File: config.mk
export PLATFORM = sky130hd
export DESIGN_NAME = load_store_unit
export DESIGN_NICKNAME = d
export VERILOG_FILES = /design/src/rtl/lsu_pkg.sv /design/src/rtl/lsu_align.sv /design/src/rtl/load_store_unit.sv
export SDC_FILE = /design/constraint.sdc
export NUM_CORES = 1
export LEC_CHECK = 0
export ABC_AREA = 1
export BUFFER_PORTS_ARGS = -buffer_cell sky130_fd_sc_hd__buf_2
export CAP_MARGIN = 25
export CELL_PAD_IN_SITES_DETAIL_PLACEMENT = 1
export CELL_PAD_IN_SITES_GLOBAL_PLACEMENT = 2
export CORE_MARGIN = 2
export CORE_UTILIZATION = 30
export CTS_CLUSTER_DIAMETER = 80
export DETAILED_ROUTE_END_ITERATION = 8
export GPL_TIMING_DRIVEN = 0
export PLACE_DENSITY_LB_ADDON = 0.1
export SLEW_MARGIN = 20
export SYNTH_ARGS = -nofsm -noshare
export SYNTH_HDL_FRONTEND = slang
export SYNTH_SLANG_ARGS = --single-unit
File: constraint.sdc
create_clock -name clk -period 4.2 [get_ports clk]
set_input_delay 0.42 -clock clk [delete_from_list [all_inputs] [get_ports clk]]
set_output_delay 0.42 -clock clk [all_outputs]
set_load 0.03 [all_outputs]
File: src/rtl/lsu_pkg.sv
// lsu_pkg: shared definitions for the load/store unit.
//   - RV32I load/store width codes (func3)
//   - FSM state encoding
//   - default memory acknowledge timeout
//   - request legality helper (width code + effective-address alignment)
package lsu_pkg;

  localparam logic [2:0] Func3B  = 3'b000;
  localparam logic [2:0] Func3H  = 3'b001;
  localparam logic [2:0] Func3W  = 3'b010;
  localparam logic [2:0] Func3Bu = 3'b100;
  localparam logic [2:0] Func3Hu = 3'b101;

  // Cycles spent in MEM without an acknowledge before the access is abandoned.
  localparam int unsigned LsuTimeoutDefault = 255;

  typedef enum logic [1:0] {
    StIdle,
    StMem,
    StResp
  } lsu_state_e;

  // A request is legal when its width code exists for its direction and the
  // effective address is naturally aligned for that width.
  function automatic logic lsu_req_legal(input logic       is_store,
                                         input logic [2:0] func3,
                                         input logic [1:0] ea_lo);
    logic legal;
    legal = 1'b0;
    case (func3)
      Func3B:  legal = 1'b1;
      Func3H:  legal = ~ea_lo[0];
      Func3W:  legal = (ea_lo == 2'b00);
      Func3Bu: legal = ~is_store;
      Func3Hu: legal = ~is_store & ~ea_lo[0];
      default: legal = 1'b0;
    endcase
    return legal;
  endfunction

endpackage

File: src/rtl/lsu_align.sv
// lsu_align: combinational byte-lane logic shared by the store and load paths.
//   func3_i    : access width code
//   offset_i   : effective address bits [1:0]
//   st_data_i  : raw store data (rs2)
//   st_data_o  : store data replicated across the byte lanes
//   st_strb_o  : byte strobes for the addressed lanes
//   ld_word_i  : raw read word from memory
//   ld_data_o  : selected lane, sign- or zero-extended to 32 bits
module lsu_align
  import lsu_pkg::*;
(
  input  logic [2:0]  func3_i,
  input  logic [1:0]  offset_i,
  input  logic [31:0] st_data_i,
  output logic [31:0] st_data_o,
  output logic [3:0]  st_strb_o,
  input  logic [31:0] ld_word_i,
  output logic [31:0] ld_data_o
);

  logic [7:0]  ld_byte;
  logic [15:0] ld_half;

  // Store side: replicating the data means the strobes alone pick the lane.
  always_comb begin
    st_data_o = st_data_i;
    st_strb_o = 4'b1111;
    case (func3_i)
      Func3B: begin
        st_data_o = {4{st_data_i[7:0]}};
        st_strb_o = 4'b0001 << offset_i;
      end
      Func3H: begin
        st_data_o = {2{st_data_i[15:0]}};
        st_strb_o = 4'b0011 << offset_i;
      end
      default: begin
        st_data_o = st_data_i;
        st_strb_o = 4'b1111;
      end
    endcase
  end

  // Load side: halfword accesses are always even, so offset_i[1] picks the half.
  always_comb begin
    ld_byte = ld_word_i[7:0];
    unique case (offset_i)
      2'b00: ld_byte = ld_word_i[7:0];
      2'b01: ld_byte = ld_word_i[15:8];
      2'b10: ld_byte = ld_word_i[23:16];
      2'b11: ld_byte = ld_word_i[31:24];
      default: ld_byte = ld_word_i[7:0];
    endcase
    ld_half = offset_i[1] ? ld_word_i[31:16] : ld_word_i[15:0];

    ld_data_o = ld_word_i;
    case (func3_i)
      Func3B:  ld_data_o = {{24{ld_byte[7]}}, ld_byte};
      Func3H:  ld_data_o = {{16{ld_half[15]}}, ld_half};
      Func3Bu: ld_data_o = {24'h0, ld_byte};
      Func3Hu: ld_data_o = {16'h0, ld_half};
      default: ld_data_o = ld_word_i;
    endcase
  end

endmodule

File: src/rtl/load_store_unit.sv
// load_store_unit: data-memory access stage, one transaction in flight.
//   clk, rst_n            : clock, asynchronous active-low reset
//   req_*                 : request from control_unit (valid/ready), base+imm addressing
//   mem_*                 : word-wide request/acknowledge memory port with byte strobes
//   resp_*                : load result / store completion to writeback (valid/ready)
// Flow: IDLE accepts and checks legality; legal requests go to MEM and wait for
// mem_ack (bounded by TIMEOUT), illegal ones go straight to RESP with resp_err.
// RESP holds its outputs until resp_ready, then returns to IDLE.
module load_store_unit
  import lsu_pkg::*;
#(
  parameter int unsigned TIMEOUT = LsuTimeoutDefault
) (
  input  logic        clk,
  input  logic        rst_n,
  input  logic        req_valid,
  output logic        req_ready,
  input  logic        req_is_store,
  input  logic [2:0]  req_func3,
  input  logic [31:0] req_base,
  input  logic [31:0] req_imm,
  input  logic [31:0] req_wdata,
  input  logic [4:0]  req_rd,
  output logic        mem_req,
  output logic        mem_we,
  output logic [31:0] mem_addr,
  output logic [31:0] mem_wdata,
  output logic [3:0]  mem_wstrb,
  input  logic        mem_ack,
  input  logic [31:0] mem_rdata,
  output logic        resp_valid,
  input  logic        resp_ready,
  output logic [31:0] resp_data,
  output logic [4:0]  resp_rd,
  output logic        resp_err
);

  localparam logic [7:0] TimeoutCnt = 8'(TIMEOUT);

  lsu_state_e  state_q, state_d;
  logic        is_store_q, is_store_d;
  logic [2:0]  func3_q, func3_d;
  logic [1:0]  off_q, off_d;
  logic [4:0]  rd_q, rd_d;
  logic [7:0]  cnt_q, cnt_d;

  logic        mem_req_q, mem_req_d;
  logic        mem_we_q, mem_we_d;
  logic [31:0] mem_addr_q, mem_addr_d;
  logic [31:0] mem_wdata_q, mem_wdata_d;
  logic [3:0]  mem_wstrb_q, mem_wstrb_d;

  logic        resp_valid_q, resp_valid_d;
  logic [31:0] resp_data_q, resp_data_d;
  logic [4:0]  resp_rd_q, resp_rd_d;
  logic        resp_err_q, resp_err_d;

  logic [31:0] ea;
  logic        req_legal;
  logic [7:0]  cnt_inc;
  logic [2:0]  al_func3;
  logic [1:0]  al_offset;
  logic [31:0] al_st_data;
  logic [3:0]  al_st_strb;
  logic [31:0] al_ld_data;

  assign ea        = req_base + req_imm;
  assign req_legal = lsu_req_legal(req_is_store, req_func3, ea[1:0]);
  assign cnt_inc   = cnt_q + 8'd1;

  // The aligner serves the incoming request while idle (store lanes) and the
  // captured request afterwards (load extension on ack).
  assign al_func3  = (state_q == StIdle) ? req_func3 : func3_q;
  assign al_offset = (state_q == StIdle) ? ea[1:0]   : off_q;

  lsu_align u_align (
    .func3_i   (al_func3),
    .offset_i  (al_offset),
    .st_data_i (req_wdata),
    .st_data_o (al_st_data),
    .st_strb_o (al_st_strb),
    .ld_word_i (mem_rdata),
    .ld_data_o (al_ld_data)
  );

  always_comb begin
    state_d      = state_q;
    is_store_d   = is_store_q;
    func3_d      = func3_q;
    off_d        = off_q;
    rd_d         = rd_q;
    cnt_d        = cnt_q;
    mem_req_d    = mem_req_q;
    mem_we_d     = mem_we_q;
    mem_addr_d   = mem_addr_q;
    mem_wdata_d  = mem_wdata_q;
    mem_wstrb_d  = mem_wstrb_q;
    resp_valid_d = resp_valid_q;
    resp_data_d  = resp_data_q;
    resp_rd_d    = resp_rd_q;
    resp_err_d   = resp_err_q;

    unique case (state_q)
      StIdle: begin
        if (req_valid) begin
          is_store_d = req_is_store;
          func3_d    = req_func3;
          off_d      = ea[1:0];
          rd_d       = req_rd;
          if (req_legal) begin
            state_d     = StMem;
            cnt_d       = 8'd0;
            mem_req_d   = 1'b1;
            mem_we_d    = req_is_store;
            mem_addr_d  = {ea[31:2], 2'b00};
            mem_wdata_d = req_is_store ? al_st_data : 32'h0;
            mem_wstrb_d = req_is_store ? al_st_strb : 4'b0000;
          end else begin
            // No memory access is made for an illegal request.
            state_d      = StResp;
            resp_valid_d = 1'b1;
            resp_err_d   = 1'b1;
            resp_data_d  = 32'h0;
            resp_rd_d    = req_is_store ? 5'd0 : req_rd;
          end
        end
      end

      StMem: begin
        // An ack in the cycle the counter expires still wins.
        if (mem_ack || (cnt_inc == TimeoutCnt)) begin
          state_d      = StResp;
          mem_req_d    = 1'b0;
          mem_we_d     = 1'b0;
          mem_addr_d   = 32'h0;
          mem_wdata_d  = 32'h0;
          mem_wstrb_d  = 4'b0000;
          resp_valid_d = 1'b1;
          resp_err_d   = ~mem_ack;
          resp_data_d  = (mem_ack && !is_store_q) ? al_ld_data : 32'h0;
          resp_rd_d    = is_store_q ? 5'd0 : rd_q;
        end else begin
          cnt_d = cnt_inc;
        end
      end

      StResp: begin
        if (resp_ready) begin
          state_d      = StIdle;
          resp_valid_d = 1'b0;
          resp_data_d  = 32'h0;
          resp_rd_d    = 5'd0;
          resp_err_d   = 1'b0;
        end
      end

      default: state_d = StIdle;
    endcase
  end

  always_ff @(posedge clk or negedge rst_n) begin
    if (!rst_n) begin
      state_q      <= StIdle;
      is_store_q   <= 1'b0;
      func3_q      <= 3'b000;
      off_q        <= 2'b00;
      rd_q         <= 5'd0;
      cnt_q        <= 8'd0;
      mem_req_q    <= 1'b0;
      mem_we_q     <= 1'b0;
      mem_addr_q   <= 32'h0;
      mem_wdata_q  <= 32'h0;
      mem_wstrb_q  <= 4'b0000;
      resp_valid_q <= 1'b0;
      resp_data_q  <= 32'h0;
      resp_rd_q    <= 5'd0;
      resp_err_q   <= 1'b0;
    end else begin
      state_q      <= state_d;
      is_store_q   <= is_store_d;
      func3_q      <= func3_d;
      off_q        <= off_d;
      rd_q         <= rd_d;
      cnt_q        <= cnt_d;
      mem_req_q    <= mem_req_d;
      mem_we_q     <= mem_we_d;
      mem_addr_q   <= mem_addr_d;
      mem_wdata_q  <= mem_wdata_d;
      mem_wstrb_q  <= mem_wstrb_d;
      resp_valid_q <= resp_valid_d;
      resp_data_q  <= resp_data_d;
      resp_rd_q    <= resp_rd_d;
      resp_err_q   <= resp_err_d;
    end
  end

  assign req_ready  = (state_q == StIdle);
  assign mem_req    = mem_req_q;
  assign mem_we     = mem_we_q;
  assign mem_addr   = mem_addr_q;
  assign mem_wdata  = mem_wdata_q;
  assign mem_wstrb  = mem_wstrb_q;
  assign resp_valid = resp_valid_q;
  assign resp_data  = resp_data_q;
  assign resp_rd    = resp_rd_q;
  assign resp_err   = resp_err_q;

endmodule

### Yosys cells after proc, flatten, opt, wreduce, memory -nomap -nowiden

Cells that the tools add are included.

| storage, ports and cells | value |
|---|---|
| bits in registers | 130 |
| bits in latches | 0 |
| bits in writable memories | 0 |
| bits in read-only memories | 0 |
| bits of input ports | 142 |
| output and inout port bits | 110 |
| word-level logic and storage cells | 114 |
| memories kept | 0 |

| cells by class | value |
|---|---|
| add/subtract/negate cells | 2 |
| multipliers | 0 |
| divide/modulo/power cells | 0 |
| magnitude comparators | 0 |
| eq/ne operators | 19 |
| shift operators | 2 |
| muxes and demuxes | 57 |
| bitwise gates (word level) | 4 |
| reductions and logical operators | 15 |

Operators with widths:

| cell | number |
|---|---|
| 32-bit two-way mux | 11 |
| 32-bit one-hot mux with 2 select lines | 3 |
| 32-bit one-hot mux with 4 select lines | 1 |
| 32-bit one-hot mux with 3 select lines | 1 |
| 32-bit adder | 1 |
| 8-bit one-hot mux with 4 select lines | 1 |
| 5-bit two-way mux | 6 |
| 8-bit two-way mux | 3 |
| 16-bit two-way mux | 1 |
| 4-bit two-way mux | 4 |
| 4-bit one-hot mux with 2 select lines | 2 |
| 8-bit one-hot mux with 2 select lines | 1 |
| 5-bit one-hot mux with 3 select lines | 1 |
| 3-bit == test, second input constant | 4 |
| 1-bit two-way mux | 10 |
| 2-bit two-way mux | 5 |
| 2-bit != test, second input constant | 5 |
| 8-bit by 1-bit adder with 8-bit output, second input constant | 1 |
| 8-bit == test, second input constant | 1 |
| 4-bit AND reduction | 2 |
| 2-bit == test, second input constant | 3 |
| 3-bit by 1-bit == test with 1-bit output, second input constant | 2 |
| 2-bit zero test | 3 |
| 3-bit zero test | 2 |
| 20 further kinds | 25 |

### Depth between registers and ports, before layout

| logic depth | value |
|---|---|
| depth in word-level cells | 8 |
| gate-level depth with buffers | 14 |
| mapped depth without buffers | 14 |

### Cells and area by module

Synthesis repeated with hierarchy kept, for this count alone.

| unflattened totals | value |
|---|---|
| cells, all modules | 1401 |
| area, all modules | 9157.5 µm² |

By module, submodules not included:

| module | instances | cells each | area an instance (µm²) | sequential area each (µm²) |
|---|---|---|---|---|
| load_store_unit | 1 | 1159 | 7960.1 | 3203.1 |
| lsu_align | 1 | 242 | 1197.4 | 0.0 |

### Least setup slack after synthesis

No wires, ideal clock.

| path | value |
|---|---|
| path kind | in2reg |
| start point | input port req_base[0] |
| end point | register resp_data_q[21], in the netlist resp_data[21] |
| library setup time | 0.130 ns |
| data arrival time | 2.142 ns |
| data required time | 4.070 ns |
| slack | 1.928 ns |
| cell stages on the path | 14 |
| buffers on the path | 1 |
| cell sequence | ha_1 inv_1 fa_1 nand2_1 o21ai_2 inv_2 nand2_1 nand3_1 nand3_1 nand2_2 nand3_4 buf_6 nand3_1 o21ai_1 |

| on the way | value |
|---|---|
| longest elaborated chain between the ends | 8 |
| elaborated cells between the ends (all ways) | 18 |
| those cells by class | add/sub (1); eq/ne (4); mux (8); bitwise (2); reduce/logical (3) |

RTL lines:

| element | RTL line | RTL |
|---|---|---|
| start: declaration | load_store_unit.sv:20 | `input logic [31:0] req_base,` |
| 32-bit adder * | load_store_unit.sv:67 | `assign ea = req_base + req_imm;` |
| 2-bit two-way mux | load_store_unit.sv:74 | `assign al_offset = (state_q == StIdle) ? ea[1:0] : off_q;` |
| 2-bit == test, or another cell as far along | lsu_align.sv:47 | `unique case (offset_i)` |
| 8-bit one-hot mux with 4 select lines | lsu_align.sv:47 |  |
| 32-bit one-hot mux with 4 select lines | lsu_align.sv:57 | `case (func3_i)` |
| 32-bit two-way mux | load_store_unit.sv:140 | `resp_data_d = (mem_ack && !is_store_q) ? al_ld_data : 32'h0;` |
| 32-bit two-way mux | load_store_unit.sv:131 | `if (mem_ack \|\| (cnt_inc == TimeoutCnt)) begin` |
| 32-bit one-hot mux with 3 select lines | load_store_unit.sv:103 | `unique case (state_q)` |
| end signal: assignment | load_store_unit.sv:191 | `resp_data_q <= resp_data_d;` |
| end: declaration | load_store_unit.sv:54 | `logic [31:0] resp_data_q, resp_data_d;` |

Every way passes the cells marked *; elsewhere a longest branch is shown, timed or not. The select of a mux whose other input is x is not followed.
A chain may end at the register's enable or synchronous reset.

### Worst setup path after layout

| path | value |
|---|---|
| start point | register state_q[0] |
| end point | register resp_data_q[21], in the netlist resp_data[21] |

| on the way | value |
|---|---|
| longest elaborated chain between the ends | 8 |
| elaborated cells between the ends (all ways) | 25 |
| those cells by class | eq/ne (12); mux (8); reduce/logical (5) |

RTL lines:

| element | RTL line | RTL |
|---|---|---|
| start: declaration | load_store_unit.sv:40 | `lsu_state_e state_q, state_d;` |
| start signal: assignment | load_store_unit.sv:163 | `state_q <= StIdle;` |
| start signal: assignment | load_store_unit.sv:179 | `state_q <= state_d;` |
| 2-bit zero test | load_store_unit.sv:73, load_store_unit.sv:74, load_store_unit.sv:103 |  |
| 2-bit two-way mux | load_store_unit.sv:74 |  |
| 2-bit == test, or another cell as far along | lsu_align.sv:47 |  |
| 8-bit one-hot mux with 4 select lines | lsu_align.sv:47 |  |
| 32-bit one-hot mux with 4 select lines | lsu_align.sv:57 |  |
| 32-bit two-way mux | load_store_unit.sv:140 |  |
| 32-bit two-way mux | load_store_unit.sv:131 |  |
| 32-bit one-hot mux with 3 select lines | load_store_unit.sv:103 |  |

Parallel ways exist; a longest one is shown, timed or not. The select of a mux whose other input is x is not followed.

==> results.yml <==
yosys:
  synth-async-reset-ratio: 1.000
  synth_area_mm2: 0.008843
  netlist_top_cells_count: "nand2_1, inv_1, dfrtp_1"
  ys_seq_area_frac: 0.3622
  synthTopCellsByArea: "dfrtp_1, nand2_1, inv_1, o21ai_0, ha_1"
  synth_cells: 1327
  syn_area_per_cell_um2: 6.664
  synth.most_common_cell: "nand2_1"
  ys_types: 40
  yosys_warnings: 0
  synth_edf_count: 0
  ys_seq_elements: 128
  synthFlopType: "dfrtp_1"
  yosysTopAreaCell: "dfrtp_1"
  synth_top_cell_area_share: 0.3622
clock_tree:
  cts-root-buf: "clkbuf_16"
  postCtsResizedCells: 0
  cts_buffers: 17
  clock_path_buffers: 2
  htree_levels: 4
  cts_tree: "done"
  insertion_delay_ps: 440
  cts.clk_slew.worst_paths_ps: 80
  cts_hold_buf: 1
  cts_setup_buffers: 0
  cts_sinks: 128
timing:
  drv_slew: 0
  clock_skew_ps: 17.84
  finalCritPeriodShare: 0.6355
  final-setup-viol-count: 0
  worst_pin_slew_ps: 823.7
  max_freq_mhz: 374.7
  setup_tns_ps: 0
  relSlewSlack: 0.4509
  hold_violations: 0
  fin_crit_ps: 2669
  rsz0062_at_grt: "no"
placed_design:
  place_area_mm2: 0.01061
  io_buffers: 249
  gp_congestion: 0.8233
  dpl.hpwl_um: 26310
min_path:
  hold_end: "mem_wdata[7]$_DFFE_PN0P_"
  hold_class: "in -> reg"
  hold_depth: 3
  hp-start: "req_wdata[7]"
power:
  pwr-share-comb: 0.557
  p_leak_nw: 6.405
  p_switching_mw: 4.037
  p_per_area_mw_per_mm2: 690.8
  share_seq_of_total_power: 0.240
  swShare: 0.5201
  p_int_mw: 3.725
  vdd_drop_max_v: 0.0003178
  pwr-share-clk: 0.203
drt:
  routed_via_density: 4.672
  dr_total_vias: 9321
  drt-total-wl_um: 33080
  dr.pass1.iters: 5
  wl_per_cell_um: 16.58
  drc: 0
  drtIter0Drc: 392
  ant_nets: 0
setup_path:
  r2r-start: "state_q[0]$_DFFE_PN0P_"
  cp_slowest_cell: "o21ai_0"
  rr_endpoint: "resp_data[21]$_DFFE_PN0P_"
  cp_max_fo: 10
  crit_top_cell: "nand3_1"
  max_stage_delay_ps: 610
  reg2regPathDepth: 12
  regToRegSetupSlack_ps: 1530
  end_kind: "flop"
  worstPathArrival_ps: 2980
  crit_required_ps: 4510
  crit_chain: "inv_1, ha_1, buf_4, o21ai_0, nor2_1, nand2_1, nand3_1, nand2_2, nand3_4, buf_6, nand3_1, o21ai_1"
  startpoint_type: "flop"
  crit_type: "reg -> reg"
final_layout:
  drive_above_1_share: 0.2191
  fin_util: 0.3894
  fin_area_mm2: 0.01124
  ff_latch_area_mm2: 0.003203
  fill_cells: 3858
  syn_to_final_growth_pct: 27.05
  diodes: 0
  multi_input_area_mm2: 0.004737
  fin_nets: 1779
status:
  status: "completed"
floorplan:
  start_util: 0.3065
  fp.dieH_um: 175.7
  dieArea_mm2: 0.03087
  fp.coreArea_mm2: 0.02886
  die_w_um: 175.7
  ios: 252
  num_rows: 62
global_routing:
  grt_usage: 0.2183
  first_global_vias: 9644
  gr-total-overflow: 0
  antenna_found_initial: 2
  grt_max_degree: 78
  grt_pass1_wl_um: 52920
job:
  maxCapViolations: 0
## worst max-delay path by stage
stage | from | endpoint | depth (start not counted)
2_1_floorplan | req_base[0] | resp_data[21]$_DFFE_PN0P_ | 14
3_3_place_gp | rst_n | mem_wdata[5]$_DFFE_PN0P_ | 1
3_5_place_dp | req_base[0] | mem_addr[23]$_DFFE_PN0P_ | 13
4_1_cts | state_q[0]$_DFFE_PN0P_ | resp_data[21]$_DFFE_PN0P_ | 12
5_1_grt | state_q[0]$_DFFE_PN0P_ | resp_data[21]$_DFFE_PN0P_ | 12
6_report | state_q[0]$_DFFE_PN0P_ | resp_data[21]$_DFFE_PN0P_ | 12
## sequential cells by signal (all words and copies together), names as in the netlist
signal and flops:
cnt_q 8, func3_q 3, is_store_q 1, mem_addr 30, mem_req 1, mem_wdata 32
mem_we 1, mem_wstrb 4, off_q 2, rd_q 5, resp_data 32, resp_err 1
resp_rd 5, resp_valid 1, state_q 2
## power by group through the flow
stage | Sequential [mW] | Combinational, mW | Clock [mW]
6_report | 1.86 | 4.32 | 1.58
2_1_floorplan | 2.51 | 2.27 | 0
5_1_grt | 1.92 | 4.81 | 1.66
4_1_cts | 1.87 | 4.39 | 1.61
3_5_place_dp | 1.89 | 4.37 | 0
3_3_place_gp | 1.88 | 4.34 | 0
## metal layers
layer / global-route usage / part of all wire / up-vias
li1: - / - / 4701
met3: 0.04307 / 0.050 / 30
met1: 0.3068 / 0.49 / 4399
met4: 0.04545 / 0.010 / 4
met2: 0.3479 / 0.45 / 187
met5: 0 / 0.00070 / -
## logic make-up after synthesis
| logic type | share of synthesized area |
|---|---|
| other | 0.0004240 |
| buffers and inverters | 0.1026 |
| adder cells (fa/ha/maj) | 0.05603 |
| XOR/XNOR | 0.01684 |
| AND/OR/NAND/NOR | 0.3483 |
| flip-flops | 0.3622 |
| multiplexers | 0.006791 |
| AO/OA/AOI/OAI | 0.1068 |
## per-stage QoR
| step | hold slack (ps) | power [mW] | cells | worst slack, ps |
|---|---|---|---|---|
| floorplan | 124.4 | 4.775 | 1328 | 1928 |
| global placement | 460.5 | 6.213 | 1961 | 654.2 |
| detailed placement | 384.8 | 6.256 | 1962 | 1176 |
| CTS | 178.0 | 7.870 | 1995 | 1490 |
| global route | 194.0 | 8.398 | 1995 | 1319 |
| finish | 191.2 | 7.762 | 1995 | 1531 |
## cell usage in the layout (no fill, tap or decap), types with 3 or more instances in the layout
cell	instances
nor3_1	4
a21oi_1	32
nand2_1	522
nor2_1	93
nand3_2	3
clkinv_8	6
clkbuf_1	12
inv_1	161
buf_6	10
buf_2	262
or2_2	22
buf_4	7
buf_1	3
inv_6	4
a31oi_1	7
nand4_1	8
ha_1	38
nand3b_1	5
dfrtp_1	128
o21ai_2	3
o21bai_1	5
mux2i_1	6
and2_1	4
inv_8	5
inv_2	3
clkbuf_16	17
o21ai_1	25
xnor2_1	15
nand2_2	4
o21ai_0	98
nand3_1	76
## worst max-delay path: cells and delay by family, from the launching register on
| kind | cells | cell delay [ps] |
|---|---|---|
| flops | 1 | 380 |
| simple gates | 6 | 760 |
| compound gates | 2 | 670 |
| fa+ha+maj | 1 | 270 |
| buf+inv | 3 | 480 |
## cell type report
type | count | area share
Buffer | 46 | 0.02595
Clock buffer | 17 | 0.03786
Clock inverter | 15 | 0.01682
Inverter | 164 | 0.05479
Multi-Input combinational cell | 990 | 0.4216
Sequential cell | 128 | 0.2851
Tap cell | 384 | 0.04276
Timing Repair Buffer | 251 | 0.1151
Power figures use the tool's default switching activity.
